[src/rtl/rtc_pdu_pkg.sv]
// rtc_pdu_pkg: shared APB address map, handshake state encoding and parameter limits
package rtc_pdu_pkg;
    localparam logic [11:0] ADDR_CNT      = 12'h000;
    localparam logic [11:0] ADDR_DIV      = 12'h004;
    localparam logic [11:0] ADDR_CR       = 12'h008;
    localparam logic [11:0] ADDR_CLR      = 12'h00C;
    localparam logic [11:0] ADDR_STAT     = 12'h010;
    localparam logic [11:0] ADDR_INT_RAW  = 12'h014;
    localparam logic [11:0] ADDR_INT_STAT = 12'h018;
    localparam logic [11:0] ADDR_EOI      = 12'h01C;
    localparam logic [11:0] ADDR_MR0      = 12'h020;

    localparam int NUM_MATCH_MIN = 1;
    localparam int NUM_MATCH_MAX = 4;
    localparam int CNT_WIDTH_MIN = 16;
    localparam int CNT_WIDTH_MAX = 32;
    localparam int DIV_WIDTH_MIN = 1;
    localparam int DIV_WIDTH_MAX = 24;

    typedef enum logic {
        ST_IDLE = 1'b0,
        ST_BUSY = 1'b1
    } hs_state_e;

    function automatic logic [11:0] mr_addr(input int i);
        return ADDR_MR0 + 12'(4 * i);
    endfunction
endpackage

[src/rtl/rtc_cnt_sync_filter.sv]
// rtc_cnt_sync_filter: two-flop synchroniser plus stability filter for the AOU counter
// Ports:
//   pclk, presetn  clock, async active-low reset
//   test_mode      routes din straight to dout
//   din            counter from the AOU domain (asynchronous)
//   dout           filtered counter value in the pclk domain
module rtc_cnt_sync_filter #(
    parameter int WIDTH = 32
) (
    input  logic             pclk,
    input  logic             presetn,
    input  logic             test_mode,
    input  logic [WIDTH-1:0] din,
    output logic [WIDTH-1:0] dout
);
    logic [WIDTH-1:0] s1, s2, s3, cnt_sync;

    // A multi-bit value crossing mid-transition can be captured torn; only
    // accept a sample once it has been seen twice in a row.
    always_ff @(posedge pclk or negedge presetn) begin
        if (!presetn) begin
            s1       <= '0;
            s2       <= '0;
            s3       <= '0;
            cnt_sync <= '0;
        end else begin
            s1       <= din;
            s2       <= s1;
            s3       <= s2;
            cnt_sync <= (s2 == s3) ? s2 : cnt_sync;
        end
    end

    assign dout = test_mode ? din : cnt_sync;
endmodule

[src/rtl/rtc_pdu_mch_apbif.sv]
// rtc_pdu_mch_apbif: APB slave bridging register access to the always-on RTC domain
// Ports:
//   pclk, presetn                  APB clock, async active-low reset
//   psel, penable, pwrite, paddr,
//   pwdata, prdata, pready, pslverr  APB slave, zero wait states
//   aou_pdu_cnt                    AOU counter (asynchronous)
//   aou_pdu_div_reg/cr_reg/mr_reg  AOU register readback (quasi-static)
//   aou_pdu_int_flag/intr_mask     per-channel raw flags and masks
//   aou_pdu_ack                    toggle acknowledge (asynchronous)
//   pdu_aou_req, pdu_aou_wdata     toggle request and held write data
//   pdu_aou_wen_*                  one-cycle write enables
//   pdu_aou_int_clr                one-cycle interrupt clear pulses
//   intr                           registered OR of unmasked flags
//   test_mode                      bypasses the synchronisers
module rtc_pdu_mch_apbif
    import rtc_pdu_pkg::*;
#(
    parameter int NUM_MATCH = 2,
    parameter int CNT_WIDTH = 32,
    parameter int DIV_WIDTH = 20
) (
    input  logic                           pclk,
    input  logic                           presetn,
    input  logic                           psel,
    input  logic                           penable,
    input  logic                           pwrite,
    input  logic [11:0]                    paddr,
    input  logic [31:0]                    pwdata,
    output logic [31:0]                    prdata,
    output logic                           pready,
    output logic                           pslverr,
    input  logic [CNT_WIDTH-1:0]           aou_pdu_cnt,
    input  logic [DIV_WIDTH-1:0]           aou_pdu_div_reg,
    input  logic [3:0]                     aou_pdu_cr_reg,
    input  logic [NUM_MATCH*CNT_WIDTH-1:0] aou_pdu_mr_reg,
    input  logic [NUM_MATCH-1:0]           aou_pdu_int_flag,
    input  logic [NUM_MATCH-1:0]           aou_pdu_intr_mask,
    input  logic                           aou_pdu_ack,
    output logic                           pdu_aou_req,
    output logic [31:0]                    pdu_aou_wdata,
    output logic                           pdu_aou_wen_cr,
    output logic                           pdu_aou_wen_div,
    output logic                           pdu_aou_wen_clr,
    output logic [NUM_MATCH-1:0]           pdu_aou_wen_mr,
    output logic [NUM_MATCH-1:0]           pdu_aou_int_clr,
    output logic                           intr,
    input  logic                           test_mode
);
    hs_state_e state, state_nxt;
    logic setup, acc, hs_addr, wr_ok, ack_q1, ack_q2, ack_s, err_q;
    logic [NUM_MATCH-1:0] mr_hit;
    logic [CNT_WIDTH-1:0] cnt_rd;
    logic [31:0] rd_mux;

    rtc_cnt_sync_filter #(.WIDTH(CNT_WIDTH)) u_cnt_sync (
        .pclk      (pclk),
        .presetn   (presetn),
        .test_mode (test_mode),
        .din       (aou_pdu_cnt),
        .dout      (cnt_rd)
    );

    assign setup   = psel & ~penable;
    assign acc     = psel & penable;
    assign pready  = 1'b1;
    assign pslverr = err_q;
    assign ack_s   = test_mode ? aou_pdu_ack : ack_q2;
    assign hs_addr = (paddr == ADDR_DIV) | (paddr == ADDR_CR) | (paddr == ADDR_CLR) | (|mr_hit);
    // The busy decision is taken once, in the setup phase, so pslverr and
    // acceptance cannot disagree if the ack lands between the two phases.
    assign wr_ok   = acc & pwrite & hs_addr & ~err_q & (state == ST_IDLE);

    assign state_nxt = (state == ST_IDLE) ? (wr_ok ? ST_BUSY : ST_IDLE)
                                          : ((ack_s == pdu_aou_req) ? ST_IDLE : ST_BUSY);

    always_comb begin
        rd_mux = '0;
        mr_hit = '0;
        case (paddr)
            ADDR_CNT:      rd_mux = 32'(cnt_rd);
            ADDR_DIV:      rd_mux = 32'(aou_pdu_div_reg);
            ADDR_CR:       rd_mux = 32'(aou_pdu_cr_reg);
            ADDR_STAT:     rd_mux = 32'(state == ST_BUSY);
            ADDR_INT_RAW:  rd_mux = 32'(aou_pdu_int_flag);
            ADDR_INT_STAT: rd_mux = 32'(aou_pdu_int_flag & ~aou_pdu_intr_mask);
            default:       ;
        endcase
        for (int i = 0; i < NUM_MATCH; i++) begin
            mr_hit[i] = (paddr == mr_addr(i));
            rd_mux    = mr_hit[i] ? 32'(aou_pdu_mr_reg[i*CNT_WIDTH +: CNT_WIDTH]) : rd_mux;
        end
    end

    always_ff @(posedge pclk or negedge presetn) begin
        if (!presetn) begin
            state           <= ST_IDLE;
            ack_q1          <= 1'b0;
            ack_q2          <= 1'b0;
            err_q           <= 1'b0;
            prdata          <= '0;
            pdu_aou_req     <= 1'b0;
            pdu_aou_wdata   <= '0;
            pdu_aou_wen_cr  <= 1'b0;
            pdu_aou_wen_div <= 1'b0;
            pdu_aou_wen_clr <= 1'b0;
            pdu_aou_wen_mr  <= '0;
            pdu_aou_int_clr <= '0;
            intr            <= 1'b0;
        end else begin
            state           <= state_nxt;
            ack_q1          <= aou_pdu_ack;
            ack_q2          <= ack_q1;
            // Response fields are captured in setup so they are stable for the whole access phase.
            err_q           <= setup & pwrite & hs_addr & (state == ST_BUSY);
            prdata          <= (setup & ~pwrite) ? rd_mux : '0;
            pdu_aou_req     <= wr_ok ? ~pdu_aou_req : pdu_aou_req;
            pdu_aou_wdata   <= wr_ok ? pwdata : pdu_aou_wdata;
            pdu_aou_wen_div <= wr_ok & (paddr == ADDR_DIV);
            pdu_aou_wen_cr  <= wr_ok & (paddr == ADDR_CR);
            pdu_aou_wen_clr <= wr_ok & (paddr == ADDR_CLR);
            pdu_aou_wen_mr  <= wr_ok ? mr_hit : '0;
            pdu_aou_int_clr <= (acc & pwrite & (paddr == ADDR_EOI)) ? pwdata[NUM_MATCH-1:0] : '0;
            intr            <= |(aou_pdu_int_flag & ~aou_pdu_intr_mask);
        end
    end
endmodule

[config.mk]
export PLATFORM = sky130hd
export DESIGN_NAME = rtc_pdu_mch_apbif
export DESIGN_NICKNAME = d
export VERILOG_FILES = /design/src/rtl/rtc_pdu_pkg.sv /design/src/rtl/rtc_cnt_sync_filter.sv /design/src/rtl/rtc_pdu_mch_apbif.sv
export SDC_FILE = /design/constraint.sdc
export NUM_CORES = 1
export LEC_CHECK = 0
export CAP_MARGIN = 20
export CORE_MARGIN = 3
export CORE_UTILIZATION = 45
export DETAILED_ROUTE_END_ITERATION = 12
export PLACE_DENSITY = 0.87
export RECOVER_POWER = 50
export SYNTH_ARGS = -nofsm -noshare
export SYNTH_HDL_FRONTEND = slang
export SYNTH_SLANG_ARGS = --single-unit
[constraint.sdc]
create_clock -name pclk -period 3.25 [get_ports pclk]
set_input_delay 0.4875 -clock pclk [delete_from_list [all_inputs] [get_ports pclk]]
set_output_delay 0.4875 -clock pclk [all_outputs]
set_load 0.005 [all_outputs]
==> results.toml <==
[place]
gp_congestion = 0.917
dp.cells = 1028
portBuffers = 248
dp_hpwl_um = 16200

[job]
drv_cap = 1

[cts]
clk_pin_slew_worst_paths_ps = 60
cts-root-buf = "clkbuf_16"
post_cts_buffers = 0
cts_tree = "yes"
ctsHoldBuffers = 0
htreeDepth = 1
cts_buffers = 22
cts_buffer_depth = 3
clk_latency_ps = 500
cts.repair.resized = 0
cts.sinks = 205

[status]
status = "complete, but fails checks"
violations = "capacitance limit, slew limit"

[worst_setup_path]
cp.arrival_ps = 2800
critPathKind = "in2reg"
startpoint_type = "input port"
ff2ff_setup_slack_ps = 980
r2r_cells = 6
r2r-start = "u_cnt_sync.s2[10]"
endpoint_kind = "register"
reg2reg_to = "u_cnt_sync.cnt_sync[7]"
cp-startpoint = "paddr[7]"
required_ps = 3620
path_max_fanout = 17

[worst_hold_path]
min_path_type = "reg2reg"
holdPathStages = 0
hold_start = "u_cnt_sync.s1[9]"
hold-path-endpoint = "u_cnt_sync.s2[9]"

[sta]
finalSetupViolCount = 0
fin_worst_skew_ps = 7.97
whs_ps = 342
hold_violations = 0
max_freq_mhz = 412
fin_crit_sh_pct = 74.7
tightestPinTransition_ps = 1810
drv_slew = 68
fin_setup_tns_ps = 0
rsz0062_at_grt = "false"
maxSlewHeadroom_pct = -21.0
period_needed_ps = 2430

[floorplan]
ios = 250
die_h_um = 139
rows = 47
die_width_um = 139
die_area_um2 = 19200
initial_utilization_pct = 46.9
core_area_um2 = 16900

[synth]
synthTopCellsByCount = "dfrtp_1 (205), mux2i_1 (36), nor2_1 (35)"
synth.most_common_cell = "dfrtp_1"
synth_enable_flop_cells = 0
async_flop_share_pct = 100
synth_seq_cells = 205
synth_top_cell_by_area = "dfrtp_1"
seq_area_frac_synth_pct = 64.8
netlist_area_um2 = 7910
synthCells = 577
syn_nets = 752
synth_ff_type = "dfrtp_1"
yosys-top-cells-area = "dfrtp_1 (65%), mux2_2 (4.8%), mux2i_1 (4.6%)"
ys_types = 54
avgSynthCellArea_um2 = 13.7
yosys_warnings = 0
synth_top_area_share_pct = 64.8

[grt]
grt_max_degree = 83
grt_antenna_before_repair = 3
grt_pass1_wl_um = 35200
overflow = 0
grt_pass1_vias = 6213
grt_use_total_pct = 23.1

[routing]
ant_nets = 0
vias = 5706
first_iter_violations = 494
wire_per_inst_um = 21.0
drt_wl_total_um = 22400
first_pass_iters = 7
drc = 0
via_per_inst = 5.36

[pwr]
vdd_drop_max_mv = 0.351
power_density_nw_per_um2 = 475
cellLeakagePower_nw = 4.97

[cells_and_area]
drive_gt1_share_pct = 11.0
nFillCells = 1214
layout.nets = 1007
final_cells = 1065
area_growth_pct = 43.0
[worst max-delay path by stage]
stage                              to  slack, ps
global placement    pdu_aou_wdata[26]        390
floorplan           pdu_aou_wdata[23]       1210
finish              pdu_aou_wdata[21]        820
detailed placement  pdu_aou_wdata[21]        310
global route         pdu_aou_wdata[1]        700
CTS                 pdu_aou_wdata[21]        830
[cell families (layout without fill, tap and decap cells)]
| family | count (synthesis) | after routing | share of synthesized area [%] |
|---|---|---|---|
| other cells | 1 | 3 | 0.0474 |
| compound gates | 73 | 73 | 6.55 |
| flops | 205 | 205 | 64.8 |
| buf+inv | 37 | 303 | 2.32 |
| xor+xnor | 34 | 34 | 3.76 |
| simple gates | 125 | 125 | 8.52 |
| mux | 102 | 102 | 13.9 |
[stage by stage]
stage	power, mW	setup WS [ps]	utilization (%)	cell area, µm²
after floorplan	2.81	1210	-	7910
after CTS	5.43	835	67.1	11300
after global routing	5.58	695	67.0	11300
after detailed placement	3.15	305	63.2	10700
after global placement	3.14	393	63.2	10700
final	5.38	821	67.0	11300
[registers in the layout, summed over array words and instances, names as in the netlist, 2 cells and up]
name	cells
prdata	32
u_cnt_sync.s1	32
pdu_aou_wdata	32
u_cnt_sync.cnt_sync	32
pdu_aou_wen_mr	2
u_cnt_sync.s3	32
u_cnt_sync.s2	32
pdu_aou_int_clr	2
[cells in the final DEF (no fill, tap or decap), types with 2 or more instances in the layout]
cell               n
nand2_1           34
a22oi_1            9
nor4b_1            2
a222oi_1          16
mux2i_1           36
o22a_1             5
nor3_1             6
clkinv_2           3
nor2_1            35
nand3b_1           2
a21oi_1            4
xnor2_1           33
buf_12             3
nor4_1             5
clkbuf_1           3
clkbuf_8           2
diode_2            2
nor3b_1            2
or3_1              3
clkdlybuf4s50_1  212
dfrtp_1          205
nand3_1            9
o21ai_1            2
clkinvlp_4         2
and2_1             2
mux2_1            32
dlygate4sd3_1     34
inv_1              4
mux2_2            34
nand2b_1           2
clkbuf_16         22
o2bb2ai_1          2
buf_4             13
o21ai_0           27
nand4_1            8
[final cells by class]
cell class	instances	area [µm²]	area share, %
inverter	4	15.0	0.133
sequential	205	5130	45.3
timing repair buffer	264	2630	23.2
antenna	2	5.00	0.0442
tap	220	275	2.43
clock inverter	8	66.3	0.586
clock buffer	27	589	5.21
multi-input combinational	335	2600	23.0
[layer usage]
metal / global-route usage, % / share of wire [%] / vias to the layer above
met5: 0 / 0.031 / -
met4: 6.55 / 2.7 / 2
met3: 6.83 / 8.1 / 39
met2: 38.8 / 49 / 249
met1: 29.2 / 40 / 2849
li1: - / - / 2567
[where the power goes]
part           internal (mW)  switching [mW]  total [mW]
Sequential              2.62          0.0374        2.66
Clock                   1.29           0.994        2.29
Combinational          0.252           0.183       0.436
[worst max-delay path, cell delays in order]
cell and delay [ps]:
clkdlybuf4s50_1 480, nor4_4 520, and3b_1 330, nand4_4 150, nor2_8 270, buf_12 200
mux2_1 350
Power figures use the tool's default switching activity.
